[src/rtl/io_pkg.sv]
// Shared constants for io_ctrl: register offsets, event-control layout, seven-segment table.
package io_pkg;

    localparam int unsigned NSW  = 10;
    localparam int unsigned NKEY = 4;
    localparam int unsigned NIN  = NSW + NKEY;

    localparam logic [7:0] OFS_HEX   = 8'h00;
    localparam logic [7:0] OFS_LEDR  = 8'h04;
    localparam logic [7:0] OFS_LEDG  = 8'h08;
    localparam logic [7:0] OFS_KDATA = 8'h10;
    localparam logic [7:0] OFS_KCTRL = 8'h14;
    localparam logic [7:0] OFS_SDATA = 8'h18;
    localparam logic [7:0] OFS_TCNT  = 8'h20;
    localparam logic [7:0] OFS_TLIM  = 8'h24;
    localparam logic [7:0] OFS_TCTRL = 8'h28;

    localparam int unsigned CTRL_READY   = 0;
    localparam int unsigned CTRL_OVERRUN = 1;

    // Layout matches CTRL_READY/CTRL_OVERRUN bit positions when zero-extended.
    typedef struct packed {
        logic overrun;
        logic ready;
    } evt_ctrl_t;

    // Active-low segments, bit 0 = segment a ... bit 6 = segment g.
    function automatic logic [6:0] seg_lut(input logic [3:0] d);
        logic [6:0] s;
        case (d)
            4'h0: s = 7'h40;
            4'h1: s = 7'h79;
            4'h2: s = 7'h24;
            4'h3: s = 7'h30;
            4'h4: s = 7'h19;
            4'h5: s = 7'h12;
            4'h6: s = 7'h02;
            4'h7: s = 7'h78;
            4'h8: s = 7'h00;
            4'h9: s = 7'h10;
            4'hA: s = 7'h08;
            4'hB: s = 7'h03;
            4'hC: s = 7'h46;
            4'hD: s = 7'h21;
            4'hE: s = 7'h06;
            default: s = 7'h0E;
        endcase
        return s;
    endfunction

    // Ready/overrun update; an event in the same cycle as a clear leaves ready=1, overrun=0.
    function automatic evt_ctrl_t evt_next(input evt_ctrl_t cur, input logic evt, input logic clr);
        evt_ctrl_t nxt;
        nxt = cur;
        if (evt) begin
            nxt.ready   = 1'b1;
            nxt.overrun = clr ? 1'b0 : (cur.overrun | cur.ready);
        end else if (clr) begin
            nxt = '0;
        end
        return nxt;
    endfunction

endpackage

[src/rtl/io_if.sv]
// Processor data-memory port as seen by the I/O window.
interface io_if #(
    parameter int unsigned DBITS = 32
);
    logic [DBITS-1:0] addr;
    logic [DBITS-1:0] wdata;
    logic             we;
    logic [DBITS-1:0] rdata;
    logic             hit;

    modport master (output addr, output wdata, output we, input rdata, input hit);
    modport slave  (input addr, input wdata, input we, output rdata, output hit);
endinterface

[src/rtl/seven_seg.sv]
// Nibble to active-low seven-segment decoder.
module seven_seg
    import io_pkg::*;
(
    input  logic [3:0] nibble,
    output logic [6:0] seg_c
);
    assign seg_c = seg_lut(nibble);
endmodule

[src/rtl/io_ctrl.sv]
// Memory-mapped board I/O: HEX/LED registers, debounced SW/KEY, key events, ms timer.
// The timer and its registers exist only when IO_TIMER_EN is defined.
module io_ctrl
    import io_pkg::*;
#(
    parameter int unsigned      DBITS           = 32,
    parameter logic [DBITS-1:0] IO_BASE         = 32'hF000_0000,
    parameter int unsigned      DEBOUNCE_CYCLES = 500000,
    parameter int unsigned      TIMER_TICK      = 50000
) (
    input  logic       clk,
    input  logic       reset,
    io_if.slave        bus,
    input  logic [9:0] sw,
    input  logic [3:0] key,
    output logic [9:0] ledr,
    output logic [7:0] ledg,
    output logic [6:0] hex0,
    output logic [6:0] hex1,
    output logic [6:0] hex2,
    output logic [6:0] hex3
);

    localparam int unsigned DB_W = (DEBOUNCE_CYCLES > 1) ? $clog2(DEBOUNCE_CYCLES) : 1;

    logic [7:0]       ofs;
    logic             wr;
    logic [15:0]      hex_q;
    evt_ctrl_t        kctrl;
    logic [NIN-1:0]   raw, sync1, sync2, stable, upd;
    logic             key_evt;
    logic [DBITS-1:0] rdata_c;

    assign ofs     = bus.addr[7:0];
    assign bus.hit = (bus.addr[DBITS-1:8] == IO_BASE[DBITS-1:8]);
    assign wr      = bus.we && bus.hit;

    // Keys are inverted up front so every input bit reads 1 = active.
    assign raw = {~key, sw};

    always_ff @(posedge clk) begin
        if (!reset) begin
            sync1 <= '0;
            sync2 <= '0;
        end else begin
            sync1 <= raw;
            sync2 <= sync1;
        end
    end

    for (genvar i = 0; i < NIN; i++) begin : g_db
        logic [DB_W-1:0] cnt;
        logic            stb;

        assign upd[i]    = (sync2[i] != stb) && (cnt == DB_W'(DEBOUNCE_CYCLES - 1));
        assign stable[i] = stb;

        always_ff @(posedge clk) begin
            if (!reset) begin
                cnt <= '0;
                stb <= 1'b0;
            end else if (sync2[i] == stb) begin
                cnt <= '0;
            end else if (upd[i]) begin
                cnt <= '0;
                stb <= sync2[i];
            end else begin
                cnt <= cnt + DB_W'(1);
            end
        end
    end

    assign key_evt = |(upd[NIN-1:NSW] & sync2[NIN-1:NSW]);

    always_ff @(posedge clk) begin
        if (!reset) begin
            hex_q <= '0;
            ledr  <= '0;
            ledg  <= '0;
            kctrl <= '0;
        end else begin
            if (wr && ofs == OFS_HEX)  hex_q <= bus.wdata[15:0];
            if (wr && ofs == OFS_LEDR) ledr  <= bus.wdata[9:0];
            if (wr && ofs == OFS_LEDG) ledg  <= bus.wdata[7:0];
            kctrl <= evt_next(kctrl, key_evt, wr && ofs == OFS_KCTRL);
        end
    end

`ifdef IO_TIMER_EN
    localparam int unsigned PS_W = (TIMER_TICK > 1) ? $clog2(TIMER_TICK) : 1;

    logic [PS_W-1:0]  presc;
    logic [DBITS-1:0] tcnt, tlim;
    evt_ctrl_t        tctrl;
    logic             tick, twrap, wr_tcnt;

    assign wr_tcnt = wr && ofs == OFS_TCNT;
    assign tick    = (presc == PS_W'(TIMER_TICK - 1));
    assign twrap   = tick && (tlim != '0) && (tcnt == tlim - DBITS'(1));

    // A TCNT store beats a same-cycle increment and restarts the prescaler.
    always_ff @(posedge clk) begin
        if (!reset) begin
            presc <= '0;
            tcnt  <= '0;
            tlim  <= '0;
            tctrl <= '0;
        end else begin
            if (wr_tcnt) begin
                tcnt  <= bus.wdata;
                presc <= '0;
            end else if (tick) begin
                presc <= '0;
                tcnt  <= twrap ? '0 : tcnt + DBITS'(1);
            end else begin
                presc <= presc + PS_W'(1);
            end
            if (wr && ofs == OFS_TLIM) tlim <= bus.wdata;
            tctrl <= evt_next(tctrl, twrap && !wr_tcnt, wr && ofs == OFS_TCTRL);
        end
    end
`else
    logic unused_cfg;
    assign unused_cfg = ^{bus.wdata[DBITS-1:16], 32'(TIMER_TICK)};
`endif

    // Combinational read so a single-cycle load completes in its issuing cycle.
    always_comb begin
        rdata_c = '0;
        if (bus.hit) begin
            case (ofs)
                OFS_HEX:   rdata_c = DBITS'(hex_q);
                OFS_LEDR:  rdata_c = DBITS'(ledr);
                OFS_LEDG:  rdata_c = DBITS'(ledg);
                OFS_KDATA: rdata_c = DBITS'(stable[NIN-1:NSW]);
                OFS_KCTRL: rdata_c = DBITS'(kctrl);
                OFS_SDATA: rdata_c = DBITS'(stable[NSW-1:0]);
`ifdef IO_TIMER_EN
                OFS_TCNT:  rdata_c = tcnt;
                OFS_TLIM:  rdata_c = tlim;
                OFS_TCTRL: rdata_c = DBITS'(tctrl);
`endif
                default:   rdata_c = '0;
            endcase
        end
    end

    assign bus.rdata = rdata_c;

    seven_seg u_hex0 (.nibble(hex_q[3:0]),   .seg_c(hex0));
    seven_seg u_hex1 (.nibble(hex_q[7:4]),   .seg_c(hex1));
    seven_seg u_hex2 (.nibble(hex_q[11:8]),  .seg_c(hex2));
    seven_seg u_hex3 (.nibble(hex_q[15:12]), .seg_c(hex3));

endmodule

[src/flat_wrapper.sv]
// flat-port wrapper written by rule: the top's interface ports become plain ports
module io_ctrl_flat import io_pkg::*;
#(
    parameter int unsigned      DBITS           = 32,
    parameter logic [DBITS-1:0] IO_BASE         = 32'hF000_0000,
    parameter int unsigned      DEBOUNCE_CYCLES = 500000,
    parameter int unsigned      TIMER_TICK      = 50000
)
  (clk, reset, sw, key, ledr, ledg, hex0, hex1, hex2, hex3, bus_addr, bus_wdata, bus_we, bus_rdata, bus_hit);
  io_if #(.DBITS(DBITS)) bus_i ();
  input  logic clk;
  input  logic reset;
  input  logic [9:0] sw;
  input  logic [3:0] key;
  output logic [9:0] ledr;
  output logic [7:0] ledg;
  output logic [6:0] hex0;
  output logic [6:0] hex1;
  output logic [6:0] hex2;
  output logic [6:0] hex3;
  input wire logic [$bits(bus_i.addr)-1:0] bus_addr;
  input wire logic [$bits(bus_i.wdata)-1:0] bus_wdata;
  input wire logic [$bits(bus_i.we)-1:0] bus_we;
  output wire logic [$bits(bus_i.rdata)-1:0] bus_rdata;
  output wire logic [$bits(bus_i.hit)-1:0] bus_hit;
  assign bus_i.addr = bus_addr;
  assign bus_i.wdata = bus_wdata;
  assign bus_i.we = bus_we;
  assign bus_rdata = bus_i.rdata;
  assign bus_hit = bus_i.hit;
  io_ctrl #(.DBITS(DBITS), .IO_BASE(IO_BASE), .DEBOUNCE_CYCLES(DEBOUNCE_CYCLES), .TIMER_TICK(TIMER_TICK)) u_core (.clk(clk), .reset(reset), .bus(bus_i), .sw(sw), .key(key), .ledr(ledr), .ledg(ledg), .hex0(hex0), .hex1(hex1), .hex2(hex2), .hex3(hex3));
endmodule
[config.mk]
export PLATFORM = sky130hd
export DESIGN_NAME = io_ctrl_flat
export DESIGN_NICKNAME = d
export VERILOG_FILES = /design/src/rtl/io_pkg.sv /design/src/rtl/io_if.sv /design/src/rtl/seven_seg.sv /design/src/rtl/io_ctrl.sv /design/src/flat_wrapper.sv
export SDC_FILE = /design/constraint.sdc
export NUM_CORES = 1
export LEC_CHECK = 0
export CORE_ASPECT_RATIO = 0.9
export CORE_MARGIN = 2
export CORE_UTILIZATION = 30
export CTS_BUF_LIST = sky130_fd_sc_hd__clkbuf_4 sky130_fd_sc_hd__clkbuf_8
export CTS_CLUSTER_SIZE = 10
export DETAILED_ROUTE_END_ITERATION = 16
export GPL_TIMING_DRIVEN = 0
export PLACE_DENSITY = 0.49
export SLEW_MARGIN = 10
export SYNTH_ARGS = -nofsm -noshare
export SYNTH_HDL_FRONTEND = slang
export SYNTH_SLANG_ARGS = --single-unit
[constraint.sdc]
create_clock -name clk -period 4.51 [get_ports clk]
set_clock_uncertainty 0.1 [all_clocks]
set_input_delay 0.902 -clock clk [delete_from_list [all_inputs] [get_ports clk]]
set_output_delay 0.902 -clock clk [all_outputs]
set_load 0.02 [all_outputs]
==> results of run 1 <==
==> how the worst min path moves through the flow <==
| stage | start | to | slack (ns) |
|---|---|---|---|
| 4_1_cts | u_core.sync1[3] | u_core.sync2[3] | 0.33 |
| 6_report | u_core.sync1[1] | u_core.sync2[1] | 0.33 |
| 3_3_place_gp | u_core.sync1[10] | u_core.sync2[10] | 0.32 |
| 3_5_place_dp | u_core.sync1[6] | u_core.sync2[6] | 0.32 |
| 2_1_floorplan | u_core.sync1[0] | u_core.sync2[0] | 0.31 |
| 5_1_grt | u_core.sync1[3] | u_core.sync2[3] | 0.34 |
==> sequential cells by signal (all words and copies together) (netlist names), 8 cells and up <==
signal,count
u_core.ledg,8
u_core.g_db.cnt,266
u_core.sync2,14
u_core.ledr,10
u_core.g_db.stb,14
u_core.sync1,14
u_core.hex_q,16
==> cell usage in the layout, fill, tap and decap left out, types with 7 or more instances in the layout <==
cell	n
a21oi_1	28
a222oi_1	8
a32o_1	7
and2_1	34
and3_1	48
and4_1	20
buf_2	8
buf_4	26
clkbuf_1	22
clkbuf_4	18
clkbuf_8	85
clkdlybuf4s50_1	114
clkinv_2	13
conb_1	16
dfxtp_1	372
ha_1	38
inv_1	48
mux2i_1	62
nand2_1	136
nand3_1	120
nand4_1	51
nor2_1	361
nor2b_1	8
nor3_1	30
nor3b_1	8
nor4_1	16
nor4b_1	24
o21ai_0	9
o22ai_1	11
or3_1	11
xnor2_1	92
xor2_1	154
==> layout make-up <==
class | count | area share
Antenna cell | 1 | 0.000124
Inverter | 50 | 0.00932
Multi-Input combinational cell | 1368 | 0.425
Buffer | 60 | 0.0172
Clock buffer | 103 | 0.0648
Sequential cell | 372 | 0.370
Tap cell | 705 | 0.0438
Timing Repair Buffer | 131 | 0.0644
Clock inverter | 18 | 0.00516
==> report_power, final <==
group | switching (mW) | internal [mW]
Clock | 1.42 | 1.85
Sequential | 0.00971 | 3.30
Combinational | 0.102 | 0.0817
Total | 1.54 | 5.24
==> logic make-up (layout without fill, tap and decap cells) <==
family / count (synthesis) / after routing / synth area share
multiplexers: 70 / 70 / 0.0450
other: 1 / 17 / 0.000228
adder cells (fa/ha/maj): 38 / 38 / 0.0289
buffers and inverters: 111 / 362 / 0.0327
flip-flops: 372 / 372 / 0.453
AND/OR/NAND/NOR: 912 / 912 / 0.273
XOR/XNOR: 246 / 246 / 0.131
AO/OA/AOI/OAI: 86 / 86 / 0.0365
==> metal layers <==
layer | GRT usage | vias to the layer above | share of wire
met3 | 0.0415 | 70 | 0.064
li1 | - | 6677 | -
met1 | 0.187 | 6074 | 0.47
met5 | 0 | - | 0
met4 | 0.0632 | 0 | 0.028
met2 | 0.230 | 269 | 0.44
==> worst max-delay path, delay by kind of cell <==
family          cells  cell delay [ns]
buf+inv             3             1.06
simple gates        3             0.92
compound gates      2             0.39
==> what timing repair did <==
action                                 CTS  global route
endpoints found under the hold margin    0             0
resized for setup                       16             6
setup endpoints to repair               17             4
pin swaps                                4             0
buffers inserted                         7             0
==> through the flow <==
step                      cell area (sq um)  hold slack (ns)   util  setup TNS [ns]
after global placement                18600            0.320  0.343          -11.24
after detailed placement              18600            0.321  0.343          -11.24
after global routing                  20100            0.338  0.371               0
final                                 20100            0.332  0.371               0
after CTS                             20100            0.334  0.371               0
after floorplan                       16500            0.312      -               0
==> results.sh, run 1 <==
export IMPL_place_gp_congestion=0.837
export IMPL_die_h_um=226
export IMPL_dp_hpwl_um=29400
export IMPL_cts_num_sinks=372
export IMPL_pre_cts_slack_ns=-1.08
export IMPL_slew_viol_final=0
export IMPL_hold_viol=0
export IMPL_r2r_cells=8
export IMPL_cts_root_buf="clkbuf_8"
export IMPL_maxCapViolCount=0
export IMPL_period_minus_slack_ns=4.28
export IMPL_drive_gt1_frac=0.0909
export IMPL_power_total_mw=6.77
export IMPL_reg2reg_from="u_core.g_db[2].cnt[0]"
export IMPL_routed_wl_um=41400
export IMPL_vias_per_cell=4.66
export IMPL_syn_inst=1836
export IMPL_antenna_found_initial=0
export IMPL_irDropWorstVdd_v=0.000208
export IMPL_slew_headroom=0.341
export IMPL_seq_area_sq_mm=0.00745
export IMPL_reg2reg_slack_ns=2.01
export IMPL_critPathMaxStageDelay_ns=0.44
export IMPL_drc_errors=0
export IMPL_grt_total_usage=0.146
export IMPL_insertion_delay_ns=0.63
export IMPL_hold_depth=1
export IMPL_ios=160
export IMPL_synth_most_common_cell="dfxtp_1"
export IMPL_multi_input_area_sq_mm=0.00857
export IMPL_r2r_end="u_core.g_db[2].cnt[12]"
export IMPL_min_path_type="reg2reg"
export IMPL_grt_remaining_overflow=0
export IMPL_yosysTopAreaCell="dfxtp_1"
export IMPL_fillers=5432
export IMPL_cts_hold_buf=0
export IMPL_cp_start_kind="primary input"
export IMPL_tightest_slew_ns=0.989
export IMPL_power_leakage_nw=7.02
export IMPL_syn2layout_area_growth_pct=22.5
export IMPL_drt_iter0_markers=596
export IMPL_cts_tree="built"
export IMPL_outcome="finished clean"
export IMPL_synth_flop_cell="dfxtp_1"
export IMPL_port_buffers=124
export IMPL_grt_pass1_vias=12800
export IMPL_synthTopCellsByCount="dfxtp_1 (372), nor2_1 (363), xor2_1 (154)"
export IMPL_firstDrtPassIters=5
export IMPL_synth_edf_count=0
export IMPL_final_nets=2171
export IMPL_place_inst=2680
export IMPL_die_w_um=251
export IMPL_powerDensity_mw_per_mm2=336
export IMPL_fmax_mhz=234
export IMPL_synthTopCellsByArea="dfxtp_1 (45%), nor2_1 (8.3%), xor2_1 (8.2%)"
export IMPL_layoutNonFillerInstCount=2808
export IMPL_seq_area_frac_synth=0.453
export IMPL_grt_max_degree=11
export IMPL_detail_route_antenna_nets=0
export IMPL_ys_ff_latch=372
export IMPL_cp_slowest_cell="clkdlybuf4s50_1"
export IMPL_worstPathArrival_ns=3.27
export IMPL_path_cells="clkdlybuf4s50_1 -> nor3_4 -> nand2_1 -> nor4b_4 -> buf_4 -> a222oi_1 -> a21oi_1 -> dlygate4sd2_1"
export IMPL_setup_viol=0
export IMPL_worstPathRequired_ns=3.51
export IMPL_htreeDepth=3
export IMPL_start_util=0.303
export IMPL_ys_warn_count=0
export IMPL_ctsLongestPathBuffers=3
export IMPL_critical_path_endpoint="bus_rdata[4]"
export IMPL_core_sq_mm=0.0542
export IMPL_cts_made_buffers=69
export IMPL_die_area_sq_mm=0.0567
export IMPL_syn_area_sq_mm=0.0164
export IMPL_yosysUniqueCellTypes=66
export IMPL_avgSynthCellArea_sq_um=8.95
export IMPL_crit_fanout=7
export IMPL_synth_top_area_frac=0.453
export IMPL_rsz0062_at_grt="no"
export IMPL_crit_path_start="bus_addr[1]"
export IMPL_via_count=13100
export IMPL_grt_pass1_wl_um=66300
export IMPL_critical_path_class="in2out"
export IMPL_endpoint_kind="output pin"
export IMPL_wire_per_inst_um=14.8
export IMPL_fin_ws_ns=0.234
export IMPL_async_flop_share=0
export IMPL_clk_transition_reported_paths_ns=0.06
export IMPL_final_period_utilization=0.948
export IMPL_rows=81
Note: power is estimated with default switching activity, not from simulation.
==> run 2: changes to the inputs <==
--- a/config.mk
+++ b/config.mk
@@ -6,13 +6,12 @@
 export NUM_CORES = 1
 export LEC_CHECK = 0
 export CORE_ASPECT_RATIO = 0.9
-export CORE_MARGIN = 2
-export CORE_UTILIZATION = 30
+export CORE_UTILIZATION = 55
 export CTS_BUF_LIST = sky130_fd_sc_hd__clkbuf_4 sky130_fd_sc_hd__clkbuf_8
 export CTS_CLUSTER_SIZE = 10
 export DETAILED_ROUTE_END_ITERATION = 16
 export GPL_TIMING_DRIVEN = 0
-export PLACE_DENSITY = 0.49
+export PLACE_DENSITY = 0.79
 export SLEW_MARGIN = 10
 export SYNTH_ARGS = -nofsm -noshare
 export SYNTH_HDL_FRONTEND = slang
==> results.sh, run 2 (synthesized netlist as in run 1, its figures left out) <==
export IMPL_cp_start_kind="primary input"
export IMPL_syn2layout_area_growth_pct=19.9
export IMPL_drt_iter0_markers=1061
export IMPL_seq_power_share=0.492
export IMPL_firstDrtPassIters=6
export IMPL_min_path_type="reg2reg"
export IMPL_rows=59
export IMPL_irDropWorstVdd_v=0.000281
export IMPL_place_gp_congestion=0.941
export IMPL_critical_path_class="in2out"
export IMPL_final_setup_tns_ns=0
export IMPL_fillers=2242
export IMPL_final_nets=2159
export IMPL_outcome="finished clean"
export IMPL_port_buffers=124
export IMPL_wire_per_inst_um=15.5
export IMPL_powerDensity_mw_per_mm2=342
export IMPL_worstPathRequired_ns=3.51
export IMPL_die_h_um=166
export IMPL_die_w_um=184
export IMPL_clk_transition_reported_paths_ns=0.06
export IMPL_place_inst=2371
export IMPL_cts_made_buffers=57
export IMPL_tightest_slew_ns=1.02
export IMPL_slew_headroom=0.321
export IMPL_top_register="u_core.g_db.cnt"
export IMPL_power_total_mw=6.73
export IMPL_drc_errors=0
export IMPL_core_sq_mm=0.0292
export IMPL_fin_ws_ns=0.0955
export IMPL_p_switching_mw=1.44
export IMPL_period_minus_slack_ns=4.41
export IMPL_ctsLongestPathBuffers=3
export IMPL_final_period_utilization=0.979
export IMPL_fin_hold_ws_ns=0.324
export IMPL_die_area_sq_mm=0.0306
export IMPL_power_leakage_nw=6.98
export IMPL_power_frac_comb=0.027
export IMPL_grt_pass1_vias=13200
export IMPL_cts_hold_buf=0
export IMPL_detail_route_antenna_nets=0
export IMPL_final_cell_mix="dfxtp_1 (372), nor2_1 (362), xor2_1 (154)"
export IMPL_setup_viol=0
export IMPL_layoutNonFillerInstCount=2483
export IMPL_start_util=0.564
export IMPL_dp_hpwl_um=27200
export IMPL_rsz0062_at_grt="no"
export IMPL_antenna_found_initial=0
export IMPL_slew_viol_final=0
export IMPL_power_internal_mw=5.29
export IMPL_crit_fanout=5
export IMPL_grt_max_degree=15
export IMPL_largest_register_ffs=266
export IMPL_p_clk_frac=0.481
export IMPL_cts_root_buf="clkbuf_8"
export IMPL_layout_commonest_cell="dfxtp_1"
export IMPL_htreeDepth=2
export IMPL_pre_cts_slack_ns=-1.50
export IMPL_swShare=0.213
export IMPL_hold_viol=0
export IMPL_grt_remaining_overflow=0
export IMPL_vias_per_cell=5.37
export IMPL_endpoint_kind="output pin"
export IMPL_ios=160
export IMPL_worstPathArrival_ns=3.41
export IMPL_cts_tree="built"
export IMPL_n_antenna_cell=0
export IMPL_grt_pass1_wl_um=64300
export IMPL_drive_gt1_frac=0.0834
export IMPL_fmax_mhz=227
export IMPL_reg_top3="u_core.g_db.cnt: 266 flops, u_core.hex_q: 16 flops"
export IMPL_grt_total_usage=0.257
export IMPL_cts_num_sinks=372
export IMPL_insertion_delay_ns=0.60
export IMPL_routed_wl_um=38600
export IMPL_maxCapViolCount=0
export IMPL_via_count=13300
==> run 2: cell types whose count changed in the layout (fill, tap and decap cells not counted), moves of 2 or more <==
cell,previous run,this run
nor4_1,16,18
clkdlybuf4s50_1,114,118
bufinv_16,0,6
clkbuf_8,85,74
nor4_2,4,1
dlygate4sd2_1,6,0
clkbuf_4,18,11
clkinvlp_4,4,2
dlymetal6s2s_1,4,6
==> run 2: power by group through the flow <==
stage	clock network [mW]	logic, mW	registers [mW]
after floorplan	0	0.0824	3.38
after global placement	0	0.176	3.38
after detailed placement	0	0.178	3.38
after CTS	3.30	0.181	3.31
after global routing	3.47	0.197	3.31
final	3.24	0.184	3.31
==> run 2: final timing paths <==
kind                                       startpoint                      to  slack, ns  depth (start not counted)
worst max register to register  u_core.g_db[6].cnt[0]  u_core.g_db[6].cnt[15]       2.00                          9
worst min-delay path                  u_core.sync1[2]         u_core.sync2[2]       0.32                          1
worst max-delay path                      bus_addr[1]            bus_rdata[1]        0.1                          8
worst min register to register        u_core.sync1[2]         u_core.sync2[2]       0.32                          1
==> run 2: layer usage <==
| metal | track usage | share of wire |
|---|---|---|
| met5 | 0 | 0 |
| met4 | 0.0938 | 0.027 |
| met3 | 0.0502 | 0.061 |
| met2 | 0.419 | 0.46 |
| met1 | 0.336 | 0.45 |
==> run 2: area by class of cell <==
class                   count  area [sq um]  share of cell area
flip-flops and latches    372          7450               0.378
repair buffers            131          1310              0.0664
well taps                 396           495              0.0251
clock buffers              85          1100              0.0559
clock inverters            21           260              0.0132
plain buffers              60           347              0.0176
inverters                  50           188             0.00952
multi-input cells        1368          8560               0.434
==> run 2: stage by stage <==
stage                      util  instance area, sq um
after detailed placement  0.625                 18200
final                     0.676                 19700
after global placement    0.625                 18200
after CTS                 0.675                 19700
after global routing      0.676                 19700
after floorplan               -                 16500
==> run 2: critical path, stage by stage <==
cell and delay [ns]:
clkdlybuf4s50_1 0.42, nor3_2 0.31, nand2_2 0.18, nor4b_4 0.36, a22o_1 0.28, a21oi_1 0.06
nor3_1 0.22, clkdlybuf4s50_1 0.67
==> run 2: what timing repair did <==
| action | CTS | global route |
|---|---|---|
| pin swaps | 5 | 3 |
| buffers inserted | 6 | 1 |
| setup endpoints to repair | 17 | 8 |
| gates resized for setup | 8 | 8 |
| cloned | 0 | 0 |
